**src/rtl/gc.sv**
```systemverilog
// Global SUBLEQ core definitions: word/field layout, sequencer states
// and instruction field extractors shared by the core and its sequencer.
package gc;
    localparam int WORD_SIZE = 64;
    localparam int A_LB      = 0;
    localparam int A_UB      = 19;
    localparam int B_LB      = 20;
    localparam int B_UB      = 39;
    localparam int C_LB      = 40;
    localparam int C_UB      = 59;
    localparam int A_s       = A_UB - A_LB + 1;

    localparam logic [A_s-1:0] HALT_ADDR = 20'hFFFFF;

    typedef enum logic [3:0] {
        IDLE    = 4'd0,
        FETCH   = 4'd1,
        FETCH_W = 4'd2,
        RD_A    = 4'd3,
        RD_A_W  = 4'd4,
        RD_B    = 4'd5,
        RD_B_W  = 4'd6,
        WRITE   = 4'd7,
        HALT    = 4'd8
    } ctrl_state_t;

    function automatic logic [A_s-1:0] arg_a(input logic [WORD_SIZE-1:0] w);
        return w[A_UB:A_LB];
    endfunction

    function automatic logic [A_s-1:0] arg_b(input logic [WORD_SIZE-1:0] w);
        return w[B_UB:B_LB];
    endfunction

    function automatic logic [A_s-1:0] arg_c(input logic [WORD_SIZE-1:0] w);
        return w[C_UB:C_LB];
    endfunction
endpackage

```
**src/rtl/urisc_subleq_alu.sv**
```systemverilog
// SUBLEQ arithmetic: wrapping B - A and the signed "result <= 0" branch test.
module urisc_subleq_alu
    import gc::*;
#(
    parameter int WORD_SIZE = gc::WORD_SIZE
) (
    input  logic [WORD_SIZE-1:0] i_op_a,
    input  logic [WORD_SIZE-1:0] i_op_b,
    output logic [WORD_SIZE-1:0] o_res,
    output logic                 o_leq
);
    logic [WORD_SIZE-1:0] w_res;

    assign w_res = i_op_b - i_op_a;
    assign o_res = w_res;
    assign o_leq = w_res[WORD_SIZE-1] | (w_res == {WORD_SIZE{1'b0}});
endmodule

```
**src/rtl/urisc_seq_ctrl.sv**
```systemverilog
// Multi-cycle SUBLEQ sequencer driving a single shared memory port:
// fetch, read mem[A], read mem[B], write mem[B]-mem[A], branch on result <= 0.
module urisc_seq_ctrl
    import gc::*;
#(
    parameter int                WORD_SIZE = gc::WORD_SIZE,
    parameter int                ADDR_W    = gc::A_s,
    parameter logic [ADDR_W-1:0] HALT_ADDR = gc::HALT_ADDR,
    parameter int                CNT_W     = 32
) (
    input  logic                 i_clk,
    input  logic                 i_rst,
    input  logic                 i_start,
    input  logic [ADDR_W-1:0]    i_start_pc,
    output logic                 o_busy,
    output logic                 o_halted,
    output logic [ADDR_W-1:0]    o_pc,
    output logic [CNT_W-1:0]     o_instr_count,
    output logic                 o_mem_req,
    output logic                 o_mem_we,
    output logic [ADDR_W-1:0]    o_mem_addr,
    output logic [WORD_SIZE-1:0] o_mem_wdata,
    input  logic                 i_mem_gnt,
    input  logic                 i_mem_rvalid,
    input  logic [WORD_SIZE-1:0] i_mem_rdata
);
    ctrl_state_t          r_state;
    logic [ADDR_W-1:0]    r_pc;
    logic [CNT_W-1:0]     r_instr_count;
    logic [WORD_SIZE-1:0] r_instr;
    logic [WORD_SIZE-1:0] r_op_a;
    logic [WORD_SIZE-1:0] r_op_b;
    logic                 r_busy;
    logic                 r_halted;
    logic                 r_mem_req;
    logic                 r_mem_we;
    logic [ADDR_W-1:0]    r_mem_addr;

    logic [WORD_SIZE-1:0] w_res;
    logic                 w_leq;
    logic [ADDR_W-1:0]    w_arg_b;
    logic [ADDR_W-1:0]    w_arg_c;
    logic [ADDR_W-1:0]    w_next_pc;
    logic                 w_to_halt;

    urisc_subleq_alu #(.WORD_SIZE(WORD_SIZE)) u_alu (
        .i_op_a (r_op_a),
        .i_op_b (r_op_b),
        .o_res  (w_res),
        .o_leq  (w_leq)
    );

    assign w_arg_b   = arg_b(r_instr);
    assign w_arg_c   = arg_c(r_instr);
    assign w_next_pc = w_leq ? w_arg_c : (r_pc + ADDR_W'(1));
    assign w_to_halt = w_leq && (w_arg_c == HALT_ADDR);

    // Sequencer FSM; every request is set up one state early so req/addr/we come straight from flops.
    always_ff @(posedge i_clk) begin
        if (i_rst) begin
            r_state       <= IDLE;
            r_pc          <= {ADDR_W{1'b0}};
            r_instr_count <= {CNT_W{1'b0}};
            r_instr       <= {WORD_SIZE{1'b0}};
            r_op_a        <= {WORD_SIZE{1'b0}};
            r_op_b        <= {WORD_SIZE{1'b0}};
            r_busy        <= 1'b0;
            r_halted      <= 1'b0;
            r_mem_req     <= 1'b0;
            r_mem_we      <= 1'b0;
            r_mem_addr    <= {ADDR_W{1'b0}};
        end else begin
            case (r_state)
                IDLE, HALT: begin
                    if (i_start) begin
                        r_state       <= FETCH;
                        r_pc          <= i_start_pc;
                        r_instr_count <= {CNT_W{1'b0}};
                        r_busy        <= 1'b1;
                        r_halted      <= 1'b0;
                        r_mem_req     <= 1'b1;
                        r_mem_we      <= 1'b0;
                        r_mem_addr    <= i_start_pc;
                    end
                end
                FETCH: begin
                    if (i_mem_gnt) begin
                        r_mem_req <= 1'b0;
                        r_state   <= FETCH_W;
                    end
                end
                FETCH_W: begin
                    if (i_mem_rvalid) begin
                        r_instr    <= i_mem_rdata;
                        r_mem_req  <= 1'b1;
                        r_mem_addr <= arg_a(i_mem_rdata);
                        r_state    <= RD_A;
                    end
                end
                RD_A: begin
                    if (i_mem_gnt) begin
                        r_mem_req <= 1'b0;
                        r_state   <= RD_A_W;
                    end
                end
                RD_A_W: begin
                    if (i_mem_rvalid) begin
                        r_op_a     <= i_mem_rdata;
                        r_mem_req  <= 1'b1;
                        r_mem_addr <= w_arg_b;
                        r_state    <= RD_B;
                    end
                end
                RD_B: begin
                    if (i_mem_gnt) begin
                        r_mem_req <= 1'b0;
                        r_state   <= RD_B_W;
                    end
                end
                RD_B_W: begin
                    if (i_mem_rvalid) begin
                        r_op_b     <= i_mem_rdata;
                        r_mem_req  <= 1'b1;
                        r_mem_we   <= 1'b1;
                        r_mem_addr <= w_arg_b;
                        r_state    <= WRITE;
                    end
                end
                WRITE: begin
                    // Retire; the next fetch is requested in the same edge unless the machine halts.
                    if (i_mem_gnt) begin
                        r_instr_count <= r_instr_count + CNT_W'(1);
                        r_pc          <= w_next_pc;
                        r_mem_we      <= 1'b0;
                        r_mem_addr    <= w_next_pc;
                        if (w_to_halt) begin
                            r_state   <= HALT;
                            r_mem_req <= 1'b0;
                            r_busy    <= 1'b0;
                            r_halted  <= 1'b1;
                        end else begin
                            r_state   <= FETCH;
                        end
                    end
                end
                default: begin
                    r_state   <= IDLE;
                    r_mem_req <= 1'b0;
                    r_mem_we  <= 1'b0;
                    r_busy    <= 1'b0;
                    r_halted  <= 1'b0;
                end
            endcase
        end
    end

    assign o_busy        = r_busy;
    assign o_halted      = r_halted;
    assign o_pc          = r_pc;
    assign o_instr_count = r_instr_count;
    assign o_mem_req     = r_mem_req;
    assign o_mem_we      = r_mem_we;
    assign o_mem_addr    = r_mem_addr;
    // Write data is B - A of the operand flops, which only change while no write is pending.
    assign o_mem_wdata   = w_res;
endmodule

```
**config.mk**
```make
export PLATFORM = sky130hd
export DESIGN_NAME = urisc_seq_ctrl
export DESIGN_NICKNAME = d
export VERILOG_FILES = /design/src/rtl/gc.sv /design/src/rtl/urisc_subleq_alu.sv /design/src/rtl/urisc_seq_ctrl.sv
export SDC_FILE = /design/constraint.sdc
export NUM_CORES = 1
export LEC_CHECK = 0
export BUFFER_PORTS_ARGS = -buffer_cell sky130_fd_sc_hd__buf_4
export CAP_MARGIN = 20
export CORE_MARGIN = 2
export CORE_UTILIZATION = 58
export DETAILED_ROUTE_END_ITERATION = 6
export PLACE_DENSITY = 0.83
export SLEW_MARGIN = 20
export SYNTH_ARGS = -nofsm -noshare
export SYNTH_HDL_FRONTEND = slang
export SYNTH_SLANG_ARGS = --single-unit
```
**constraint.sdc**
```tcl
create_clock -name i_clk -period 5.57 [get_ports i_clk]
set_input_delay 1.671 -clock i_clk [delete_from_list [all_inputs] [get_ports i_clk]]
set_output_delay 1.671 -clock i_clk [all_outputs]
set_load 0.03 [all_outputs]
```
==> metrics.yaml, run 1 <==
placed_design:
  io_buffers: 228
  place_inst: 2535
  gp_congestion: 0.950
  dp_hpwl_um: 38600
  placed_area_sq_um: 16900
power:
  power_leakage_nw: 7.56
  switching_share: 0.364
  power.density_nw_per_um2: 315
  p_clk_frac: 0.289
  combPwrFrac: 0.361
  internal_power_mw: 3.54
  vdd_drop_max_mv: 0.287
  switchingPower_mw: 2.02
  power.share.sequential: 0.350
global_routing:
  grt-ovfl-total: 0
  use_met2: 0.560
  busiest_layer: "met2"
  grt_use_total: 0.359
  use_met3: 0.0387
  grt_use_met1: 0.507
  grt_antenna_before_repair: 0
  grt_pass1_wl_um: 77700
  grt_pass1_vias: 14200
  grt_max_degree: 74
floorplanning:
  rows: 59
  coreArea_sq_um: 25800
  die_area_sq_um: 27400
  die_height_um: 165
  num_io_pins: 229
  die_w_um: 165
  start_util: 0.585
route:
  avgRoutedWirePerCell_um: 19.7
  drc: 0
  vias: 16100
  via_per_inst: 6.25
  initialDrtViolationCount: 1683
  ant_nets: 0
  drt_first_pass_iters: 7
  wl_um: 50900
final_layout:
  seqCellArea_sq_um: 4960
  multi_input_area_sq_um: 9270
  syn2layout_area_growth_pct: 16.9
  diodes: 0
  nNetsFinal: 2385
  post-route-util: 0.683
  fin_area_sq_um: 17700
  layoutNonFillerInstCount: 2582
  fillCellCount: 2231
  drive_above_1_share: 0.149
sta:
  holdWs_ps: 454
  slew_headroom: 0.335
  setup_tns_ps: 0
  grt_setup_unrepaired: "no"
  slew_violations: 0
  fin_crit_ps: 5400
  fin_crit_sh: 0.969
  skew_ps: 14.4
  fmax_ghz: 0.185
  tightest_slew_ps: 995
  hold_viol: 0
  setup_violations: 0
worst_hold_path:
  worstHoldPathCells: 2
  hold_end: "r_op_a[54]"
  hold_path_class: "reg -> reg"
  min_from: "r_op_a[54]"
yosys:
  synth.cell_area_sq_um: 15100
  ys_ff_latch: 248
  synth.net_count: 2238
  synth_edf_count: 0
  ys_types: 86
  synth.avg_cell_area_sq_um: 7.25
  ys_seq_area_frac: 0.329
  yosys_warnings: 0
  async_flop_share: 0
  synthFlopType: "dfxtp_1"
  synth_cells: 2083
setup_path:
  critPathLaunchType: "register"
  critPathLaunch: "r_op_a[8]"
  critical_path.cell_chain: "inv_1, ha_1, a21oi_2, o21ai_0, a21oi_1, a21oi_1, o21ai_0, o21ai_0, a311oi_1, xnor2_1, buf_4"
  path_common_cell: "o21ai_0"
  crit_fanout: 9
  arrival_ps: 3730
  end_kind: "output port"
  regToRegStartpoint: "r_op_a[8]"
  slowest_delay_ps: 530
  r2r_cells: 16
  slowest_stage: "ha_1"
  timing.rr.end: "o_mem_addr[2]"
  crit_required_ps: 3900
  r2r_slack_ps: 490
  critical_path_class: "reg -> out"
  path_delay_family: "compound AO/OA/AOI/OAI gates"
  critPathBufInv: 2
job:
  cap_violations: 0
clock_tree:
  cts.sink_count: 248
  cts_buffers: 24
  clkSlewWorstSetupHoldPaths_ps: 60
  cts_tree: "yes"
  cts_buffer_depth: 3
  worstSkewPairLatency_ps: 520
  hold_buffers: 0
  cts_root_buf: "clkbuf_16"
  ctsHtreeMaxLevel: 1
run_status:
  status: "completed"
through the flow:
stage / worst slack, ps / total power, mW
floorplan: 1000 / 3.29
detailed placement: 584 / 3.95
finish: 171 / 5.57
global placement: 529 / 3.93
CTS: 49.0 / 5.53
global route: 13.2 / 5.77
worst register-to-register path, stage by stage, from the launching register on:
cell      delay [ps]
dfxtp_1          350
inv_1             60
ha_1             530
nand2_1          150
a211oi_1         360
a211oi_2         200
o21ai_0          560
a211oi_1         250
a31oi_1          310
nor4b_1          340
nand4_1          270
nor4_4           480
a41oi_4          180
buf_4            280
mux2i_1          350
o21ai_1          100
and3_1           210
cell usage after synthesis, types with 7 or more instances:
cell      number  share of area
buf_2         18         0.0060
a21oi_1      291          0.096
a211oi_1       9         0.0045
clkbuf_1     104          0.026
o211ai_1       7         0.0035
o21bai_1       7         0.0035
inv_1         91          0.023
or3_1         19         0.0079
a221oi_1      19          0.011
nand2_1      465           0.12
o21a_1        14         0.0070
ha_1          65          0.054
o21ai_1       34          0.011
a31oi_1        7         0.0029
a21o_1        14         0.0070
nor2_1       148          0.037
xor2_1        44          0.026
xnor2_1       42          0.024
nand3_1       29         0.0096
and3_1        38          0.016
nor3_1        20         0.0066
a22oi_1       22          0.011
nor4_1        12         0.0050
o21ai_0       92          0.030
dfxtp_1      248           0.33
and2_1        20         0.0083
nand4_1       52          0.022
and4_1         8         0.0046
mux2i_1       27          0.018
kinds of logic (layout without fill, tap and decap cells):
kind of cell	after synthesis	count (layout)	share of synthesized area
buffers and inverters	222	386	0.0596
DFF	248	248	0.329
muxes	31	31	0.0209
AOI/OAI and AO/OA	581	581	0.234
adders and majority gates	66	66	0.0552
xor gates and xnor gates	86	86	0.0499
and+or+nand+nor	849	849	0.252
layer usage:
layer | share of wire | vias up
met3 | 0.085 | 131
met5 | 0 | -
met2 | 0.44 | 852
met1 | 0.43 | 7595
met4 | 0.045 | 0
li1 | - | 7551
flip-flops by register name (all words and copies together) (netlist names):
signal,count
o_instr_count,32
o_mem_we,1
o_mem_req,1
r_state,4
r_op_a,64
o_pc,20
o_halted,1
r_instr,40
o_mem_addr,20
r_op_b,64
o_busy,1
timing repair:
item	4_1_cts	5_1_grt
setup endpoints to repair	0	1
resized for setup	0	1
buffers inserted	0	4
hold endpoints to repair	0	0
area by class of cell:
type	count	share of cell area
Timing Repair Buffer	252	0.107
Inverter	91	0.0193
Tap cell	335	0.0237
Sequential cell	248	0.281
Clock buffer	35	0.0398
Clock inverter	8	0.00404
Multi-Input combinational cell	1613	0.525
placed cells by master, fill, tap and decap left out, types with 12 or more instances in the layout:
cell / Yosys / final
nand2_1: 465 / 465
a21oi_1: 291 / 291
buf_4: 0 / 252
dfxtp_1: 248 / 248
nor2_1: 148 / 147
o21ai_0: 92 / 92
inv_1: 91 / 91
ha_1: 65 / 64
nand4_1: 52 / 52
xor2_1: 44 / 44
xnor2_1: 42 / 42
and3_1: 38 / 37
o21ai_1: 34 / 34
nand3_1: 29 / 28
mux2i_1: 27 / 27
clkbuf_16: 0 / 25
a22oi_1: 22 / 22
nor3_1: 20 / 20
and2_1: 20 / 20
or3_1: 19 / 19
a221oi_1: 19 / 19
a21o_1: 14 / 14
o21a_1: 14 / 14
nor4_1: 12 / 12
power groups by stage:
stage	Clock, mW	Sequential (mW)	Combinational (mW)
after floorplan	0	2.08	1.21
after global placement	0	1.98	1.95
after detailed placement	0	1.98	1.97
after CTS	1.61	1.95	1.98
after global routing	1.69	1.96	2.13
final	1.61	1.95	2.01
how the worst max path moves through the flow:
stage	slack, ps	to	cells after the start
detailed placement	580	o_mem_wdata[58]	14
finish	170	o_mem_wdata[63]	11
global route	10	o_mem_wdata[63]	11
CTS	50	o_mem_wdata[58]	14
global placement	530	o_mem_req	16
floorplan	1000	o_mem_wdata[62]	11
(Power assumes the default switching activity.)
==> run 2: changes to the inputs <==
--- a/config.mk
+++ b/config.mk
@@ -8,9 +8,9 @@
 export BUFFER_PORTS_ARGS = -buffer_cell sky130_fd_sc_hd__buf_4
 export CAP_MARGIN = 20
 export CORE_MARGIN = 2
-export CORE_UTILIZATION = 58
+export CORE_UTILIZATION = 60
 export DETAILED_ROUTE_END_ITERATION = 6
-export PLACE_DENSITY = 0.83
+export PLACE_DENSITY = 0.85
 export SLEW_MARGIN = 20
 export SYNTH_ARGS = -nofsm -noshare
 export SYNTH_HDL_FRONTEND = slang
==> constraint.sdc (replaced) <==
create_clock -name i_clk -period 6.7 [get_ports i_clk]
set_input_delay 2.01 -clock i_clk [delete_from_list [all_inputs] [get_ports i_clk]]
set_output_delay 2.01 -clock i_clk [all_outputs]
set_load 0.03 [all_outputs]
==> run 2 against run 1 <==
Effect of this change: hold slack gained 0.93 ps; first-iteration DRC count grew 5.5%; sequential cell count is the same; combinational power shrank 17%; count of clock-buffer cells in the layout shrank 7.
==> metrics.yaml, run 2 (synthesis gave the netlist of run 1 again) <==
placed_design:
  place_ws_ps: 1210  # +627 ps
  placed_area_sq_um: 16800  # -0.36%
  io_buffers: 228  # unchanged
  gp_congestion: 0.979  # +3.1%
  dp_hpwl_um: 38100  # -1.3%
setup_path:
  timing.rr.end: "o_mem_addr[4]"
  crit_required_ps: 4690  # +790 ps
  arrival_ps: 4090  # +360 ps
  r2r_slack_ps: 1420  # +930 ps
  r2r_cells: 16  # unchanged
  crit_fanout: 8  # -1
  regToRegStartpoint: "r_op_a[16]"
  critPathLaunchType: "register"
  critical_path_class: "reg -> out"
  end_kind: "output port"
sta:
  skew_ps: 8.57  # -5.80 ps
  fmax_ghz: 0.164
  slew_headroom: 0.272  # -0.0627
  fin_crit_ps: 6100
  hold_viol: 0  # unchanged
  setup_violations: 0  # unchanged
  worst_slack_ps: 605  # +433 ps
  grt_setup_unrepaired: "no"
  slew_violations: 0  # unchanged
  setup_tns_ps: 0  # unchanged
  tightest_slew_ps: 1090  # +96.5 ps
  fin_crit_sh: 0.910
global_routing:
  grt_max_degree: 108  # +46%
  grt_pass1_vias: 14700  # +3.3%
  grt_antenna_before_repair: 0  # unchanged
  grt-ovfl-total: 0  # unchanged
  grt_pass1_wl_um: 80000  # +3.1%
  grt_use_total: 0.374  # +0.0150
final_layout:
  final_cell_mix: "465 x nand2_1, 291 x a21oi_1, 248 x dfxtp_1, 238 x buf_4, 145 x nor2_1"
  drive_above_1_share: 0.148  # -0.00144
  fin_area_sq_um: 17700  # +0.35%
  layout_commonest_cell: "nand2_1"
  reg_top3: "r_op_a: 64 flops, r_op_b: 64 flops, r_instr: 40 flops"
  diodes: 0  # unchanged
  nNetsFinal: 2372  # -0.55%
  syn2layout_area_growth_pct: 17.3
clock_tree:
  ctsHtreeMaxLevel: 1  # unchanged
  cts_setup_buffers: 0  # unchanged
  cts_buffer_depth: 3  # unchanged
  postCtsResizedCells: 0  # unchanged
  cts_tree: "yes"
  hold_buffers: 0  # unchanged
  cts_buffers: 24  # unchanged
  cts_root_buf: "clkbuf_16"
  cts.sink_count: 248  # unchanged
  worstSkewPairLatency_ps: 520  # about the same
  clkSlewWorstSetupHoldPaths_ps: 70  # about the same
floorplanning:
  rows: 58  # -1.7%
  die_height_um: 163  # -1.6%
  die_area_sq_um: 26500  # -3.3%
  num_io_pins: 229  # unchanged
  die_w_um: 163  # -1.6%
  coreArea_sq_um: 25000  # -3.4%
  start_util: 0.605  # +0.0205
route:
  ant_nets: 0  # unchanged
  vias: 16100  # -0.37%
  via_per_inst: 6.27  # +0.29%
  initialDrtViolationCount: 1776  # +5.5%
  avgRoutedWirePerCell_um: 20.0  # +1.5%
  drt_first_pass_iters: 6  # -1
  drc: 0  # unchanged
  wl_um: 51400  # +0.82%
power:
  vdd_drop_max_mv: 0.270  # -6.1%
  power.density_nw_per_um2: 275  # -13%
  power_leakage_nw: 7.57  # +0.17%
worst_hold_path:
  hold_end: "r_op_a[9]"
  hold_path_class: "reg -> reg"
  worstHoldPathCells: 2  # unchanged
  min_from: "r_op_a[9]"
run_status:
  status: "completed"
job:
  cap_violations: 0  # unchanged
-- run 2: stage by stage --
| step | total power, mW | utilization | std cells | hold slack (ps) |
|---|---|---|---|---|
| final | 4.87 | 0.710 | 2565 | 455 |
| after global routing | 5.04 | 0.710 | 2565 | 477 |
| after CTS | 4.85 | 0.710 | 2565 | 456 |
| after detailed placement | 3.29 | 0.673 | 2521 | 447 |
| after global placement | 3.27 | 0.672 | 2520 | 442 |
| after floorplan | 2.73 | - | 2083 | 436 |
-- run 2: power breakdown --
group / switching (mW) / internal (mW)
Clock: 0.597 / 0.983
Combinational: 1.05 / 0.616
Sequential: 0.0804 / 1.55
-- run 2: how the worst max path moves through the flow --
stage / from / to / slack, ps / cells past startpoint
2_1_floorplan: r_op_b[0] / o_mem_wdata[62] / 1790 / 11
3_3_place_gp: r_op_a[11] / o_mem_wdata[58] / 1260 / 13
3_5_place_dp: r_op_a[11] / o_mem_wdata[58] / 1210 / 13
4_1_cts: r_op_a[13] / o_mem_wdata[58] / 660 / 13
5_1_grt: r_op_a[13] / o_mem_wdata[58] / 400 / 13
6_report: r_op_a[11] / o_mem_wdata[58] / 600 / 13
-- run 2: layout make-up --
type / count / area, sq um
clock buffer: 28 / 667
tap: 330 / 413
timing repair buffer: 239 / 1800
fill: 2008 / 7240
sequential: 248 / 4960
multi-input combinational: 1613 / 9270
inverter: 91 / 342
clock inverter: 16 / 263
-- run 2: metal layers --
metal,vias to the layer above,GRT usage,share of wire
met4,0,0.158,0.047
li1,7507,-,-
met3,135,0.0507,0.099
met1,7487,0.515,0.41
met2,941,0.590,0.44
met5,-,0,0
-- run 2: critical path, stage by stage, from the launching register on --
cell and delay (ps):
dfxtp_1 350, inv_1 50, ha_1 410, a21oi_1 300
o21ai_1 170, a221oi_2 400, a21boi_1 200, a21oi_2 360
o21ai_0 300, a21o_1 260, a21oi_1 160, xor2_1 350
inv_1 80, buf_4 180
==> run 3: changes to the inputs <==
--- a/config.mk
+++ b/config.mk
@@ -10,7 +10,7 @@
 export CORE_MARGIN = 2
 export CORE_UTILIZATION = 60
 export DETAILED_ROUTE_END_ITERATION = 6
-export PLACE_DENSITY = 0.85
+export PLACE_DENSITY = 0.9
 export SLEW_MARGIN = 20
 export SYNTH_ARGS = -nofsm -noshare
 export SYNTH_HDL_FRONTEND = slang
==> run 3 against run 2 <==
Effect of this change: register-to-register slack improved by 130 ps; via count fell by 0.39%; sequential power barely moved; maximum frequency rose by 1.5%; clock power fell by 8%; first-iteration DRC count rose by 3.9%; critical path type unchanged; count of clock-buffer cells in the layout rose by 4; clock skew rose by 0.54 ps; hold slack barely moved; combinational power barely moved; sequential cell count did not move; global-route usage fell by 0.69 points.
==> metrics.yaml, run 3 (synthesis gave the netlist of run 1 again) <==
clock_tree:
  postCtsResizedCells: 0  # unchanged
  cts_buffers: 24  # unchanged
  cts_root_buf: "clkbuf_16"
  cts_tree: "yes"
  worstSkewPairLatency_ps: 530  # about the same
  cts_buffer_depth: 3  # unchanged
  clkSlewWorstSetupHoldPaths_ps: 70  # about the same
  cts_setup_buffers: 0  # unchanged
  hold_buffers: 0  # unchanged
  cts.sink_count: 248  # unchanged
  ctsHtreeMaxLevel: 1  # unchanged
global_routing:
  grt_max_degree: 104  # -3.7%
  grt-ovfl-total: 0  # unchanged
  grt_antenna_before_repair: 0  # unchanged
  grt_pass1_wl_um: 78200  # -2.3%
  busiest_layer: "met2"
  use_met3: 0.0530  # +0.00229
  grt_use_met1: 0.498  # -0.0170
  grt_pass1_vias: 14600  # -0.40%
  use_met2: 0.578  # -0.0119
  grt_use_total: 0.367  # -0.00694
final_layout:
  drive_above_1_share: 0.145  # -0.00224
  fillCellCount: 2052  # +2.2%
  multi_input_area_sq_um: 9270  # unchanged
  reg_top3: "r_op_a: 64 flops, r_op_b: 64 flops, r_instr: 40 flops"
  syn2layout_area_growth_pct: 16.8
  seqCellArea_sq_um: 4960  # unchanged
  nNetsFinal: 2372  # unchanged
  final_cell_mix: "465 x nand2_1, 291 x a21oi_1, 248 x dfxtp_1, 238 x buf_4, 145 x nor2_1"
  layoutNonFillerInstCount: 2565  # unchanged
  diodes: 0  # unchanged
  layout_commonest_cell: "nand2_1"
setup_path:
  r2r_slack_ps: 1550  # +130 ps
  crit_fanout: 5  # -3
  critPathLaunchType: "register"
  crit_required_ps: 4690  # about the same
  r2r_cells: 16  # unchanged
  timing.rr.end: "o_mem_addr[13]"
  end_kind: "output port"
  regToRegStartpoint: "r_op_a[12]"
  arrival_ps: 3990  # -100 ps
  critical_path_class: "reg -> out"
worst_hold_path:
  min_from: "r_op_a[43]"
  hold_end: "r_op_a[43]"
  worstHoldPathCells: 2  # unchanged
  hold_path_class: "reg -> reg"
route:
  ant_nets: 0  # unchanged
  drt_first_pass_iters: 6  # unchanged
  avgRoutedWirePerCell_um: 19.6  # -2.1%
  via_per_inst: 6.24  # -0.39%
  initialDrtViolationCount: 1845  # +3.9%
  vias: 16000  # -0.39%
  wl_um: 50300  # -2.1%
  drc: 0  # unchanged
power:
  vdd_drop_max_mv: 0.225  # -17%
  internal_power_mw: 3.04  # -3.5%
  power.density_nw_per_um2: 268  # -2.4%
  power_leakage_nw: 7.53  # -0.49%
  switching_share: 0.359  # +0.00456
  power.share.sequential: 0.343  # +0.009
  combPwrFrac: 0.351  # +0.009
  p_clk_frac: 0.307  # -0.017
  switchingPower_mw: 1.70  # -1.5%
sta:
  slew_headroom: 0.302  # +0.0297
  fin_crit_ps: 6000  # -93.0 ps
  fmax_ghz: 0.167  # +1.5%
  skew_ps: 9.11  # +0.538 ps
  hold_viol: 0  # unchanged
  setup_tns_ps: 0  # unchanged
  grt_setup_unrepaired: "no"
  fin_crit_sh: 0.896  # -0.0139
  tightest_slew_ps: 1050  # -44.5 ps
  slew_violations: 0  # unchanged
  setup_violations: 0  # unchanged
run_status:
  status: "completed"
floorplanning:
  rows: 58  # unchanged
  coreArea_sq_um: 25000  # unchanged
  die_area_sq_um: 26500  # unchanged
  die_height_um: 163  # unchanged
  start_util: 0.605  # unchanged
  die_w_um: 163  # unchanged
  num_io_pins: 229  # unchanged
placed_design:
  io_buffers: 228  # unchanged
  gp_congestion: 0.983  # +0.41%
  dp_hpwl_um: 38000  # -0.36%
  place_inst: 2521  # unchanged
job:
  cap_violations: 0  # unchanged
-- run 3: cell count changes in the layout (fill, tap and decap cells not counted), sizes merged --
cell / previous run / this run
inv: 91 / 92
bufinv: 7 / 4
clkbuf: 28 / 32
clkinv: 6 / 5
clkinvlp: 3 / 2
-- run 3: worst max-delay path: stages (launching register included) --
cell       delay (ps)
dfxtp_1           340
inv_1              50
ha_1              200
fa_1              450
nor2b_4           190
o311a_4           230
o2111ai_1         190
a21boi_1          360
a21oi_2           180
o21ai_0           460
a21o_1            210
a21oi_1            80
xor2_1            260
inv_1              80
buf_4             170
-- run 3: layout make-up --
cell class	count	share of cell area
clock buffer	32	0.0381
sequential	248	0.281
inverter	91	0.0194
tap	330	0.0234
multi-input combinational	1613	0.525
timing repair buffer	239	0.103
clock inverter	12	0.00957
-- run 3: power by group through the flow --
stage | Sequential [mW] | Combinational, mW | Clock (mW)
final | 1.62 | 1.66 | 1.45
after CTS | 1.62 | 1.65 | 1.45
after floorplan | 1.73 | 1.00 | 0
after detailed placement | 1.65 | 1.64 | 0
after global placement | 1.65 | 1.61 | 0
after global routing | 1.63 | 1.76 | 1.51
-- run 3: worst max path at each step --
stage	from	to	slack, ps
floorplan	r_op_b[0]	o_mem_wdata[62]	1790
global placement	r_op_b[0]	o_mem_wdata[58]	1360
detailed placement	r_op_b[0]	o_mem_wdata[58]	1260
CTS	r_op_b[0]	o_mem_wdata[58]	710
global route	r_op_a[13]	o_mem_wdata[58]	530
finish	r_op_b[0]	o_mem_wdata[58]	700
-- run 3: per-layer routing --
layer | vias to the layer above | routed length, um
li1 | 7508 | -
met1 | 7495 | 21200
met2 | 866 | 22200
met3 | 139 | 4440
met4 | 0 | 2460
met5 | - | 0
-- run 3: through the flow --
| stage | area (sq um) | total power [mW] | util | setup WS, ps | hold slack, ps |
|---|---|---|---|---|---|
| floorplan | 15100 | 2.73 | - | 1790 | 436 |
| global placement | 16800 | 3.26 | 0.672 | 1360 | 441 |
| detailed placement | 16800 | 3.29 | 0.673 | 1260 | 447 |
| CTS | 17600 | 4.72 | 0.707 | 705 | 456 |
| global route | 17600 | 4.90 | 0.707 | 530 | 471 |
| finish | 17600 | 4.74 | 0.707 | 698 | 455 |
